### src/rtl/sram_like_bridge.sv
// CPU-to-SRAM-like bus bridge. Accepts one CPU access at a time, converts byte
// enables into size/address, tracks cancelled accesses whose responses are
// still outstanding and silently drops those responses.
module sram_like_bridge #(
  parameter int unsigned AW     = 32,
  parameter int unsigned DISC_W = 2
) (
  input  logic          clk,
  input  logic          reset,
  input  logic          flush,
  input  logic          cpu_en,
  input  logic [3:0]    cpu_wen,
  input  logic [AW-1:0] cpu_addr,
  input  logic [31:0]   cpu_wdata,
  output logic [31:0]   cpu_rdata,
  output logic          stall,
  output logic          err,
  output logic          bus_req,
  output logic          bus_wr,
  output logic [1:0]    bus_size,
  output logic [AW-1:0] bus_addr,
  output logic [31:0]   bus_wdata,
  input  logic [31:0]   bus_rdata,
  input  logic          bus_addr_ok,
  input  logic          bus_data_ok
);

  typedef enum logic [1:0] {StIdle, StReq, StWait} state_e;

  localparam logic [DISC_W-1:0] DiscMax = '1;

  state_e              state_q, state_d;
  logic [DISC_W-1:0]   disc_cnt_q, disc_cnt_d;
  logic [31:0]         rdata_q;
  logic                bus_wr_q;
  logic [1:0]          bus_size_q;
  logic [AW-1:0]       bus_addr_q;
  logic [31:0]         bus_wdata_q;

  logic                wen_legal;
  logic [1:0]          dec_size;
  logic [1:0]          dec_lo;
  logic                issue;
  logic                completion;
  logic                disc_inc;
  logic                disc_dec;

  // Byte-enable pattern to transfer size and low address bits.
  always_comb begin
    wen_legal = 1'b1;
    dec_size  = 2'd2;
    dec_lo    = 2'b00;
    case (cpu_wen)
      4'b0000: begin dec_size = 2'd2; dec_lo = 2'b00; end
      4'b0001: begin dec_size = 2'd0; dec_lo = 2'b00; end
      4'b0010: begin dec_size = 2'd0; dec_lo = 2'b01; end
      4'b0100: begin dec_size = 2'd0; dec_lo = 2'b10; end
      4'b1000: begin dec_size = 2'd0; dec_lo = 2'b11; end
      4'b0011: begin dec_size = 2'd1; dec_lo = 2'b00; end
      4'b1100: begin dec_size = 2'd1; dec_lo = 2'b10; end
      4'b1111: begin dec_size = 2'd2; dec_lo = 2'b00; end
      default: wen_legal = 1'b0;
    endcase
  end

  // Next-state, discard accounting and CPU-facing outputs.
  always_comb begin
    state_d    = state_q;
    disc_cnt_d = disc_cnt_q;

    // A response only belongs to the live access once every discarded one has drained.
    completion = ~reset & (state_q == StWait) & bus_data_ok & (disc_cnt_q == '0);
    issue      = (state_q == StIdle) & cpu_en & ~flush & wen_legal & (disc_cnt_q != DiscMax);
    err        = ~reset & (state_q == StIdle) & cpu_en & ~wen_legal;
    disc_inc   = ((state_q == StReq) & flush & bus_addr_ok) |
                 ((state_q == StWait) & flush & ~completion);
    disc_dec   = bus_data_ok & (disc_cnt_q != '0);

    unique case (state_q)
      StIdle: if (issue) state_d = StReq;
      StReq: begin
        if (flush)            state_d = StIdle;
        else if (bus_addr_ok) state_d = StWait;
      end
      StWait: begin
        if (completion || flush) state_d = StIdle;
      end
      default: state_d = StIdle;
    endcase

    case ({disc_inc, disc_dec})
      2'b10:   disc_cnt_d = disc_cnt_q + DISC_W'(1);
      2'b01:   disc_cnt_d = disc_cnt_q - DISC_W'(1);
      default: disc_cnt_d = disc_cnt_q;
    endcase

    bus_req   = ~reset & (state_q == StReq);
    stall     = ~reset & cpu_en & ~flush & ~completion & ~err;
    cpu_rdata = completion ? bus_rdata : rdata_q;
    bus_wr    = bus_wr_q;
    bus_size  = bus_size_q;
    bus_addr  = bus_addr_q;
    bus_wdata = bus_wdata_q;
  end

  // State, discard counter, latched request fields and held read data.
  always_ff @(posedge clk) begin
    if (reset) begin
      state_q     <= StIdle;
      disc_cnt_q  <= '0;
      rdata_q     <= '0;
      bus_wr_q    <= 1'b0;
      bus_size_q  <= 2'd0;
      bus_addr_q  <= '0;
      bus_wdata_q <= '0;
    end else begin
      state_q    <= state_d;
      disc_cnt_q <= disc_cnt_d;
      if (completion) rdata_q <= bus_rdata;
      if (issue) begin
        bus_wr_q    <= (cpu_wen != 4'b0000);
        bus_size_q  <= dec_size;
        bus_addr_q  <= {cpu_addr[AW-1:2], dec_lo};
        bus_wdata_q <= cpu_wdata;
      end
    end
  end

endmodule

### config.mk
export PLATFORM = sky130hd
export DESIGN_NAME = sram_like_bridge
export DESIGN_NICKNAME = d
export VERILOG_FILES = /design/src/rtl/sram_like_bridge.sv
export SDC_FILE = /design/constraint.sdc
export NUM_CORES = 1
export LEC_CHECK = 0
export BUFFER_PORTS_ARGS = -buffer_cell sky130_fd_sc_hd__buf_2
export CAP_MARGIN = 20
export CORE_MARGIN = 4
export CORE_UTILIZATION = 48
export DETAILED_ROUTE_END_ITERATION = 16
export PLACE_DENSITY = 0.81
export REMOVE_ABC_BUFFERS = 1
export SYNTH_ARGS = -nofsm -noshare
export SYNTH_HDL_FRONTEND = slang
export SYNTH_SLANG_ARGS = --single-unit
### constraint.sdc
create_clock -name clk -period 2.7 [get_ports clk]
set_clock_uncertainty 0.15 [all_clocks]
set_input_delay 0.27 -clock clk [delete_from_list [all_inputs] [get_ports clk]]
set_output_delay 0.27 -clock clk [all_outputs]
set_load 0.1 [all_outputs]
==> results.md <==
- Outcome: completed
- Max Cap Viol: 0
- H-tree lvl count: 3
- Layout Nets: about 840
- Relative max-transition margin: between 50% and 60%
- Initial Utilization: 50.1%
- Max stage delay on crit path: about 0.5 ns
- Total grt overflow: 0
- Req. time, crit path: 2.28 ns
- PD cells: ~470 nW/um^2
- Number of I/O pins: 208
- RR Startpoint: state_q[0]$_SDFFE_PP0P_
- Initial antenna violation count: 0
- Setup bufs post-CTS: 0
- Post-place setup slack: approximately 0.52 ns
- DR pass1 iterations: 4
- Slew Limit Fails: 0
- CP startpoint kind: flip-flop
- Final antenna-violating net count: 0
- P_leak: between 3 and 4 nW
- Die ar.: between 10,000 and 15,000 um^2
- Worst hold start: cpu_addr[6]
- Worst reg-to-reg setup slack: slightly below 0.6 ns
- Yosys synthesis warning count: 0
- Placer Congestion: 0.832
- EDFF count, synth: 0
- Die extent in y: about 110 um
- Post-synthesis sequential area ratio: 43.7%
- Critical Path AT: between 2 and 2.5 ns
- Hold depth: 3
- Setup-failing EPs final: 0
- Setup CP Type: flip-flop to output port
- Final min period: between 2 and 3 ns
- Core ar.: roughly 9400 um^2
- Combinational share of power: roughly a fifth
- CP max FO: 32
- FF+latch count, synth: roughly 100
- Least-Margin Pin Slew: around 0.74 ns
- Rows: 35
- Hold_ws: between 0.015 and 0.02 ns
- Int Pwr: between 2 and 2.5 mW
- TritonCTS clock tree: built
- Final Hold Viols: 0
- Vias: around 4,400
- Share of power burned in registers: approximately half
- Final core occ: between 70% and 80%
- GRT Total Usage: around 22%
- Port Buffer Count: ~210
- Clk_lat worst skew: 0.36 ns
- Max Buffers Root-to-Sink: 2
- P&R area growth vs syn: 44.1%
- Die width: about 110 um
- Reg2reg end: bus_wdata[9]$_SDFFE_PP0P_
- R2R cell count: 4
- Cell chosen for the clock root: clkbuf_8
- Placed Instances: 811
- Switching Fraction: 30.3%
- Setup ws final: approximately 0.14 ns
- CTS Buf Count: 9
- Detail Placement HPWL: about 9000 um
- Post-Layout Cell Count: 862
- Critical Path Slowest Stage Cell: or4bb_1
- Clock Sinks: 103
- Clock transition at path regs: about 0.090 ns
- Share of cells above drive strength 1: 31.8%
- Post-Syn Area: 4720 um^2
- Worst setup EP type: output port
- Cells after synthesis: approximately 500
- Share of flip-flops with an asynchronous set or reset: 0%
- Total wire length: roughly 13,000 um
- Worst Hold Class: input port to flip-flop
- Max Fclk: slightly below 400 MHz
- WL/cell: between 15 and 20 um
- Top FF cell, synth: dfxtp_1
- Clock group share of total power: roughly 30%
- First-pass GRT wire length: 20,800 um
- Switch Pwr: between 0.9 and 1 mW
- Vias/cell: just over 5
- Yosys cell types: 36
- Avg Cell Area, Syn: just over 9 um^2
- Critical path cell sequence: or4bb_1 > buf_4 > o21ai_0 > nand2_1 > buf_12
- Largest net degree at the start of global routing: 99
- Sink of the worst hold path: bus_addr[6]$_SDFFE_PP0P_
- RSZ-0062 raised after global routing: false
- Final period util: between 90% and 100%
- N_diodes: 0
- Drc violations: 0
- Vias in the first global route: 4,451
- 1st-iter DRT viols: roughly 270
- Max VDD drop: approximately 0.33 mV
==> layout make-up <==
cell class	count	area [um^2]
fillers	671	2620
well taps	129	161
flip-flops and latches	103	2060
clock buffers	12	155
repair buffers	249	1960
clock inverters	3	42.5
inverters	1	3.75
multi-input cells	365	2410
==> worst max-delay path: cells and delay by family (launching register included) <==
kind / cells / cell delay, ns
buffers and inverters: 2 / 0.43
DFF: 1 / 0.40
AOI/OAI and AO/OA: 1 / 0.29
and+or+nand+nor: 2 / 0.66
==> logic make-up after synthesis <==
| family | after synthesis | share of synthesized area [%] |
|---|---|---|
| and+or+nand+nor | 219 | 26.8 |
| DFF | 103 | 43.7 |
| AOI/OAI and AO/OA | 75 | 8.62 |
| muxes | 67 | 14.3 |
| buffers and inverters | 42 | 5.73 |
| xor gates and xnor gates | 3 | 0.557 |
| adders and majority gates | 1 | 0.265 |
==> placed cells by master (no fill, tap or decap), types with 2 or more instances in the layout <==
cell             n
or3_1            2
nor2_1           4
dlygate4sd3_1   36
nand2_1         34
nand3_1         32
buf_2          171
nor4bb_1         2
nand2b_1       130
o21bai_1         2
buf_4            8
mux2i_1         66
dfxtp_1        103
buf_12          34
xnor2_1          2
or4_1            2
nor4_1           2
o21ai_0         32
clkbuf_8        11
a21oi_1         34
==> cells in the mapped netlist (2+ instances only) <==
cell / n / area, um^2
nand2b_1: 130 / 813
dfxtp_1: 103 / 2060
mux2i_1: 66 / 661
a21oi_1: 34 / 170
nand2_1: 34 / 128
clkbuf_1: 33 / 124
o21ai_0: 33 / 165
nand3_1: 32 / 160
buf_12: 6 / 120
nor2_1: 5 / 18.8
nor4bb_1: 3 / 30.0
buf_6: 2 / 22.5
nor4_1: 2 / 12.5
o21bai_1: 2 / 15.0
or3_1: 2 / 12.5
or4_1: 2 / 15.0
xnor2_1: 2 / 17.5
==> per-stage QoR <==
step	area, um^2	TNS, ns	total power, mW
floorplan	4450	-223.99	2.07
global placement	6240	0	2.24
detailed placement	6240	0	2.26
CTS	6800	0	3.26
global route	6800	0	3.36
finish	6800	0	3.23
==> what timing repair did <==
action / in CTS / in global routing
hold buffers: 36 / 0
gates resized for setup: 0 / 1
hold endpoints to repair: 36 / 0
endpoints found under the setup margin: 0 / 1
==> worst max path at each step <==
stage | start | to | slack [ns]
floorplan | state_q[1]$_SDFFE_PP0P_ | bus_addr[10]$_SDFFE_PP0P_ | -2.42
global placement | reset | cpu_rdata[11] | 0.60
detailed placement | reset | cpu_rdata[3] | 0.52
CTS | state_q[0]$_SDFFE_PP0P_ | cpu_rdata[3] | 0.13
global route | state_q[0]$_SDFFE_PP0P_ | cpu_rdata[3] | 0.01
finish | state_q[0]$_SDFFE_PP0P_ | cpu_rdata[3] | 0.14
==> state kept, by name, summed over array words and instances (netlist names) <==
signal / count
bus_addr: 32
bus_size: 2
bus_wdata: 32
bus_wr: 1
disc_cnt_q: 2
rdata_q: 32
state_q: 2
==> layer usage <==
layer | vias up | share of wire (%) | track usage (%)
met5 | - | 0 | 0
met4 | 0 | 4.2 | 12.0
met3 | 50 | 5.1 | 4.39
met2 | 153 | 54 | 41.8
met1 | 1996 | 37 | 23.6
li1 | 2151 | - | -
==> power groups by stage <==
stage / sequential (mW) / combinational (mW) / clock, mW
5_1_grt: 1.59 / 0.718 / 1.05
3_5_place_dp: 1.62 / 0.638 / 0
4_1_cts: 1.58 / 0.681 / 1.00
6_report: 1.58 / 0.682 / 0.963
3_3_place_gp: 1.61 / 0.627 / 0
2_1_floorplan: 1.89 / 0.182 / 0
Note: power is estimated with default switching activity, not from simulation.
